## src/rtl/matrix_accumulator.sv

```systemverilog
// Lane-wise frame accumulator: sums LANES unsigned products per beat into ACC_W-bit lanes
// and holds the finished matrix on a valid/ready output. Define ACC_SATURATE_EN to clamp on overflow.
module matrix_accumulator #(
    parameter int LANES = 16,
    parameter int IN_W  = 32,
    parameter int ACC_W = 40,
    parameter int CNT_W = 8
) (
    input  logic                     clk,
    input  logic                     reset,
    input  logic                     in_valid,
    output logic                     in_ready,
    input  logic [LANES*IN_W-1:0]    in_data,
    input  logic                     in_last,
    output logic                     out_valid,
    input  logic                     out_ready,
    output logic [LANES*ACC_W-1:0]   out_data,
    output logic [CNT_W-1:0]         out_count,
    output logic [LANES-1:0]         out_ovf
);

    localparam logic [0:0] ACCUM = 1'b0;
    localparam logic [0:0] HOLD  = 1'b1;

`ifdef ACC_SATURATE_EN
    localparam bit SAT_EN = 1'b1;
`else
    localparam bit SAT_EN = 1'b0;
`endif

    // Beat index at which the frame is forced closed (its beat count becomes 2^CNT_W-1).
    localparam logic [CNT_W-1:0] CNT_FORCE = {{(CNT_W-1){1'b1}}, 1'b0};

    // raw carries the carry-out in its MSB; sticky keeps a saturated lane pinned.
    function automatic logic [ACC_W-1:0] lane_update(input logic [ACC_W:0] raw, input logic sticky);
        if (SAT_EN && (raw[ACC_W] || sticky))
            return {ACC_W{1'b1}};
        else
            return raw[ACC_W-1:0];
    endfunction

    logic [0:0]        state;
    logic [ACC_W-1:0]  acc_p0 [LANES];
    logic [LANES-1:0]  ovf_p0;
    logic [CNT_W-1:0]  count_p0;

    logic [ACC_W:0]    raw_p0 [LANES];
    logic [ACC_W-1:0]  sum_nxt [LANES];
    logic [LANES-1:0]  ovf_nxt;
    logic [CNT_W-1:0]  count_nxt;
    logic              accept;
    logic              frame_end;

    assign in_ready  = (state == ACCUM);
    assign accept    = in_valid & in_ready;
    assign count_nxt = count_p0 + 1'b1;
    assign frame_end = accept & (in_last | (count_p0 == CNT_FORCE));

    // stage p0: lane sums with carry detection
    always_comb begin
        ovf_nxt = '0;
        for (int i = 0; i < LANES; i++) begin
            raw_p0[i]  = {1'b0, acc_p0[i]}
                       + {{(ACC_W+1-IN_W){1'b0}}, in_data[i*IN_W +: IN_W]};
            sum_nxt[i] = lane_update(raw_p0[i], ovf_p0[i]);
            ovf_nxt[i] = ovf_p0[i] | raw_p0[i][ACC_W];
        end
    end

    // stage p1: accumulator state and registered output frame
    always_ff @(posedge clk) begin
        if (!reset) begin
            state     <= ACCUM;
            count_p0  <= '0;
            ovf_p0    <= '0;
            for (int i = 0; i < LANES; i++)
                acc_p0[i] <= '0;
            out_valid <= 1'b0;
            out_data  <= '0;
            out_count <= '0;
            out_ovf   <= '0;
        end else begin
            case (state)
                ACCUM: begin
                    if (accept) begin
                        for (int i = 0; i < LANES; i++)
                            acc_p0[i] <= sum_nxt[i];
                        count_p0 <= count_nxt;
                        ovf_p0   <= ovf_nxt;
                        if (frame_end) begin
                            for (int i = 0; i < LANES; i++)
                                out_data[i*ACC_W +: ACC_W] <= sum_nxt[i];
                            out_count <= count_nxt;
                            out_ovf   <= ovf_nxt;
                            out_valid <= 1'b1;
                            state     <= HOLD;
                        end
                    end
                end
                HOLD: begin
                    if (out_ready) begin
                        out_valid <= 1'b0;
                        count_p0  <= '0;
                        ovf_p0    <= '0;
                        for (int i = 0; i < LANES; i++)
                            acc_p0[i] <= '0;
                        state     <= ACCUM;
                    end
                end
                default: state <= ACCUM;
            endcase
        end
    end

endmodule
```

## config.mk

```make
export PLATFORM = sky130hd
export DESIGN_NAME = matrix_accumulator
export DESIGN_NICKNAME = d
export VERILOG_FILES = /design/src/rtl/matrix_accumulator.sv
export SDC_FILE = /design/constraint.sdc
export NUM_CORES = 2
export LEC_CHECK = 0
export ABC_AREA = 0
export CAP_MARGIN = 25
export CORE_AREA = 2 2 462 464
export DETAILED_ROUTE_END_ITERATION = 8
export DIE_AREA = 0 0 464 466
export GPL_ROUTABILITY_DRIVEN = 0
export GPL_TIMING_DRIVEN = 0
export SYNTH_ARGS = -nofsm -noshare
export SYNTH_HDL_FRONTEND = slang
export SYNTH_SLANG_ARGS = --single-unit
```

## constraint.sdc

```tcl
create_clock -name clk -period 18.3 [get_ports clk]
set_input_delay 3.66 -clock clk [delete_from_list [all_inputs] [get_ports clk]]
set_output_delay 3.66 -clock clk [all_outputs]
set_load 0.02 [all_outputs]
```

### After elaboration in Yosys (flattened, before gate mapping)

Memories as Yosys holds them, arrays and structs flattened.
Index checks and enable logic that the tools add are counted.

| word-level totals | value |
|---|---|
| logic and storage cells | 139 |
| flip-flop bits (word level) | 690 |
| input port bits | 517 |
| bits in writable memories | 640 |
| memories kept | 1 |

| operators by class | value |
|---|---|
| reduce and logical (&&, ||, !) cells | 3 |
| multiplexer cells | 55 |
| equality and inequality tests | 4 |
| bitwise operators | 52 |
| add/sub/neg operators | 17 |

Memory list:

| memory | words | width | read ports | clocked after memory_dff | write ports | RTL line | text |
|---|---|---|---|---|---|---|---|
| acc_p0 | 16 | 40 | 16 | 0 | 16 | 43 | `logic [ACC_W-1:0] acc_p0 [LANES];` |

Operators by type and width:

| cell | count |
|---|---|
| $mux 40 | 32 |
| $add 40x32->41 | 16 |
| $or 1x1->1 | 49 |
| $mux 16 | 2 |
| $pmux 16 s2 | 1 |
| $mux 8 | 2 |
| $pmux 8 s2 | 1 |
| $mux 1 | 15 |
| $add 8x1->8 const B | 1 |
| $eq 8x8->1 const B | 1 |
| $reduce_and 3->1 | 2 |
| $ne 2x1->1 const B | 2 |
| $pmux 1 s2 | 2 |
| $and 1x1->1 | 2 |
| $ne 2x2->1 const B | 1 |
| $reduce_and 2->1 | 1 |
| $not 1->1 | 1 |

### Longest topological paths before layout

| logic depth | value |
|---|---|
| word-level depth | 8 |
| mapped depth | 13 |
| mapped depth without buffers | 12 |

### Worst setup path before layout

No wires, ideal clock.

| timing path | value |
|---|---|
| path type | input-to-reg |
| start point | in in_valid |
| end point | mem acc_p0[2][20] (netlist: acc_p0[0][100]), enable pin |
| path slack | 7794 ps |
| data required time | 17671 ps |
| data arrival time | 9877 ps |
| path buffers | 2 |
| stages | 5 |
| cells stage by stage | nor2b_1 clkbuf_1 nor2_1 clkbuf_1 inv_1 |

RTL lines:

| element | RTL line | text |
|---|---|---|
| start: declaration | 11 | `input logic in_valid,` |
| end: declaration | 43 |  |

### Worst setup path after layout

| timing path | value |
|---|---|
| start point | in in_data[352] |
| end point | reg out_ovf[11] |

| between the ends | value |
|---|---|
| cells in the longest elaborated chain, start to end | 2 |

RTL lines:

| element | RTL line | text |
|---|---|---|
| start: declaration | 13 | `input logic [LANES*IN_W-1:0] in_data,` |
| $add 40x32->41 | 64 | `+ {{(ACC_W+1-IN_W){1'b0}}, in_data[i*IN_W +: IN_W]};` |
| $or 1x1->1 | 66 | `ovf_nxt[i] = ovf_p0[i] \| raw_p0[i][ACC_W];` |
| end signal: assignment | 94 | `out_ovf <= ovf_nxt;` |
| end: declaration | 19 | `output logic [LANES-1:0] out_ovf` |

No other way between the ends.
A chain may end at the register's enable or synchronous reset.

==> impl_results.md <==
* Final Hold Fails at 0
* Final worst slack at 10.92 ns
* IO buf count at 1182
* Critical path depth in cells at 13
* Chip Width at 464 µm
* P&R area growth vs syn at 30.7%
* Max_cap viols at 0
* Area post-placement at 89700 µm²
* Syn nets at 9554
* HPWL Detailed at 287 mm
* Flop2flop setup slack at 13.95 ns
* CP required at 18.98 ns
* Share of the core filled with cells at 45.1%
* Fill cells at 20400
* Drt total wl at 359 mm
* Number of distinct library cells after synthesis at 103
* Compound-Gate Fraction of Synth Area at 23.1%
* Post-Synth Adder-Cell Area at 9.26%
* Root Buffer: clkbuf_16
* CTS buffer count at 160
* Vias in the first global route at 69400
* Floorplan Core Area at 211000 µm²
* Post-synthesis xor/xnor area fraction at 7.06%
* Clock Sinks at 1330
* Syn Inst Count at 8507
* Chip Height at 466 µm
* P_int at 6.35 mW
* Reg2reg path depth at 12
* Run status: finished clean
* VDD IR max at 0.103 mV
* Crit path max-delay cell type: a31oi_1
* LEAKAGE at 38.4 nW
* Sw Pwr at 3.43 mW
* Synth warnings at 0
* Crit path time final at 7.38 ns
* Fin nets at 11000
* Worst reg2reg endpoint: out_ovf[11]
* Pin slew with the least headroom to its limit at 1.19 ns
* FF-to-FF Start: acc_p0[1][120]
* Fin crit share at 40.3%
* WP buf/inv at 1
* Detailed-route via count at 72800
* First-pass GRT wire length at 499 mm
* Comb power frac at 30.4%
* GRT Overall Usage at 31.8%
* Starting Density at 34.5%
* Post-synth top flop: dfxtp_1
* Area of the multi-input gates at 40900 µm²
* Htree depth at 4
* Iteration-0 DRC Markers at 6691
* Pwr dens at 103 nW/µm²
* Pins Over Slew Limit at 0
* Pin count of the biggest net entering global routing at 111
* Top-Level Pins at 1183
* Multiplexer share of the synthesized area at 0.0961%
* CTS resizes at 0
* Total Power at 9.78 mW
* Worst skew pair latency at 0.87 ns
* Post-CTS Setup Inserts at 0
* Die ar. at 216000 µm²
* Worst path max stage delay at 0.92 ns
* Clk network pwr share at 34.1%
* Design area at 95300 µm²
* Most used cell, CP: o21ai_2
* Register area share after synthesis at 40.9%
* Critical path, cell by cell: clkdlybuf4s50_1, ha_1, fa_1, a21oi_2, o21ai_2, a2111oi_2, o21ai_2, nand3_1, o41ai_2, a211oi_1, o21ai_0, a31oi_1, a21oi_1
* Critical Path Fanout Max at 4
* Via density at 5.62
* Worst EP arrival at 8.06 ns
* Sequential power share at 35.4%
* Post-Route Skew at 0.0582 ns
* EDFF count, synth at 320
* Crit path launch: in_data[352]
* Critical Path Sink: out_ovf[11]
* Post-Place Cells at 12600
* Final hold slack at 0.451 ns
* Final std cells w/o fill at 12900
* Worst setup EP type: register
* Asr flop ratio synth at 0%
* Register bit total from synthesis at 1330
* Clk buf depth at 3
* Largest family of logic cells by synthesized area: compound AO/OA/AOI/OAI gates
* TritonRoute pass-1 iters at 6
* Initial antenna violation count at 107
* Hold buffer count at CTS at 0
* TNS Setup at 0 ns
* Slew margin rel. at 20.3%
* Antenna Nets Post-Route at 0
* Setup WS pre-CTS at 10.15 ns
* WL per Instance at 27.7 µm
* TritonCTS clock tree: built
* Simple-gate share of the synthesized area at 16.5%
* Worst hold path class: reg2reg
* RSZ-0062 raised after global routing: no
* Global route overflow at 0
* Row Count at 169
* Family with the most delay on the worst path: compound AO/OA/AOI/OAI gates
* Synthesized area per cell at 8.57 µm²
* Nature of the critical path startpoint: input port
* Crit path kind: in2reg
* Drt drc at 0
* Synthesized cell area at 72900 µm²
* Worst-path clk slew at 0.06 ns
* Register area at 29800 µm²
* Sw frac at 35.1%
* Final setup vio count at 0
* Fmax achieved at 136 MHz
* Proportion of layout cells with a drive suffix above 1 at 4.59%
[synth_stat cells (15+ instances only)]
cell | n | share of area, %
a211oi_1 | 143 | 1.5
dfxtp_1 | 1010 | 28
xor2_1 | 287 | 3.4
or3_1 | 62 | 0.53
or4_1 | 26 | 0.27
o21bai_1 | 73 | 0.75
fa_1 | 16 | 0.44
o21ai_0 | 617 | 4.2
a41oi_1 | 16 | 0.19
nand3_1 | 165 | 1.1
a31oi_1 | 76 | 0.65
o211ai_1 | 53 | 0.55
clkbuf_1 | 411 | 2.1
o21a_1 | 98 | 1.0
a221o_1 | 16 | 0.22
buf_1 | 25 | 0.13
nor4_1 | 18 | 0.15
and2_1 | 52 | 0.45
a22o_1 | 49 | 0.59
o21ai_1 | 17 | 0.12
edfxtp_1 | 320 | 13
and3_1 | 105 | 0.90
o31ai_1 | 29 | 0.30
xnor2_1 | 301 | 3.6
a21boi_0 | 16 | 0.16
nand4_1 | 104 | 0.89
o22ai_1 | 16 | 0.14
nor2_1 | 1146 | 5.9
a21o_1 | 309 | 3.2
nand2b_1 | 54 | 0.46
o2111ai_1 | 16 | 0.19
a21oi_1 | 1010 | 6.9
nor2b_1 | 46 | 0.39
inv_1 | 141 | 0.73
a31o_2 | 15 | 0.18
and4_1 | 15 | 0.18
ha_1 | 514 | 8.8
nand2_1 | 826 | 4.3
nor3_1 | 71 | 0.49
[state kept, by name, summed over array words and instances (netlist names)]
| signal | flops |
|---|---|
| out_data | 640 |
| out_valid | 1 |
| out_ovf | 16 |
| state | 1 |
| out_count | 8 |
| acc_p0 | 640 |
| ovf_p0 | 16 |
| count_p0 | 8 |
[power groups by stage]
stage               Combinational, mW  Clock (mW)  Sequential (mW)
finish                           2.98        3.34             3.47
global route                     3.21        3.49             3.49
global placement                 2.84           0             3.53
CTS                              2.94        3.38             3.47
floorplan                        1.65           0             3.63
detailed placement               2.92           0             3.52
[cell families (layout without fill, tap and decap cells)]
logic type	after synthesis	count (layout)
other cells	0	67
flops	1330	1330
mux	7	7
simple gates	2738	2738
compound gates	2727	2727
buf+inv	587	2140
fa+ha+maj	530	530
xor+xnor	588	588
[cells in the final DEF (no fill, tap or decap), drive strengths merged, types with 309 or more instances in the layout]
cell type,count
edfxtp,320
dfxtp,1010
clkbuf,639
ha,514
a21o,309
clkdlybuf4s50,1182
nor2,1146
a21oi,1013
nand2,826
o21ai,639
[worst register-to-register path, cell delays in order (launching register included)]
cell and delay, ns:
dfxtp_1 0.32, ha_1 0.22, fa_1 0.43, a21oi_2 0.19, o21ai_2 0.10, a2111oi_2 0.51, o21ai_2 0.14, nand3_1 0.21
o41ai_2 0.14, a211oi_1 0.50, o21ai_0 0.35, a31oi_1 0.92, a21oi_1 0.16
[worst min path at each step]
stage / endpoint / from / slack, ns / depth (start not counted)
after floorplan: ovf_p0[0] / ovf_p0[0] / 0.43 / 2
after global placement: out_data[434] / out_data[434] / 0.43 / 2
after detailed placement: out_data[359] / out_data[359] / 0.44 / 2
after CTS: out_data[434] / out_data[434] / 0.45 / 2
after global routing: out_data[376] / out_data[376] / 0.47 / 2
final: out_data[434] / out_data[434] / 0.45 / 2
[metal layers]
layer	share of wire (%)	vias to the layer above	GRT usage, %
li1	-	33500	-
met3	9.1	847	9.07
met1	38	34900	37.0
met4	7.7	54	22.8
met2	45	3508	50.4
met5	0.096	-	0
[cell type report]
type / instances / area share [%]
diodes: 67 / 0.176
plain buffers: 446 / 1.84
clock buffers: 226 / 4.87
clock inverters: 70 / 0.819
inverters: 141 / 0.563
multi-input cells: 6590 / 42.9
flip-flops and latches: 1330 / 31.3
well taps: 2821 / 3.70
repair buffers: 1257 / 13.9
(Power assumes the default switching activity.)
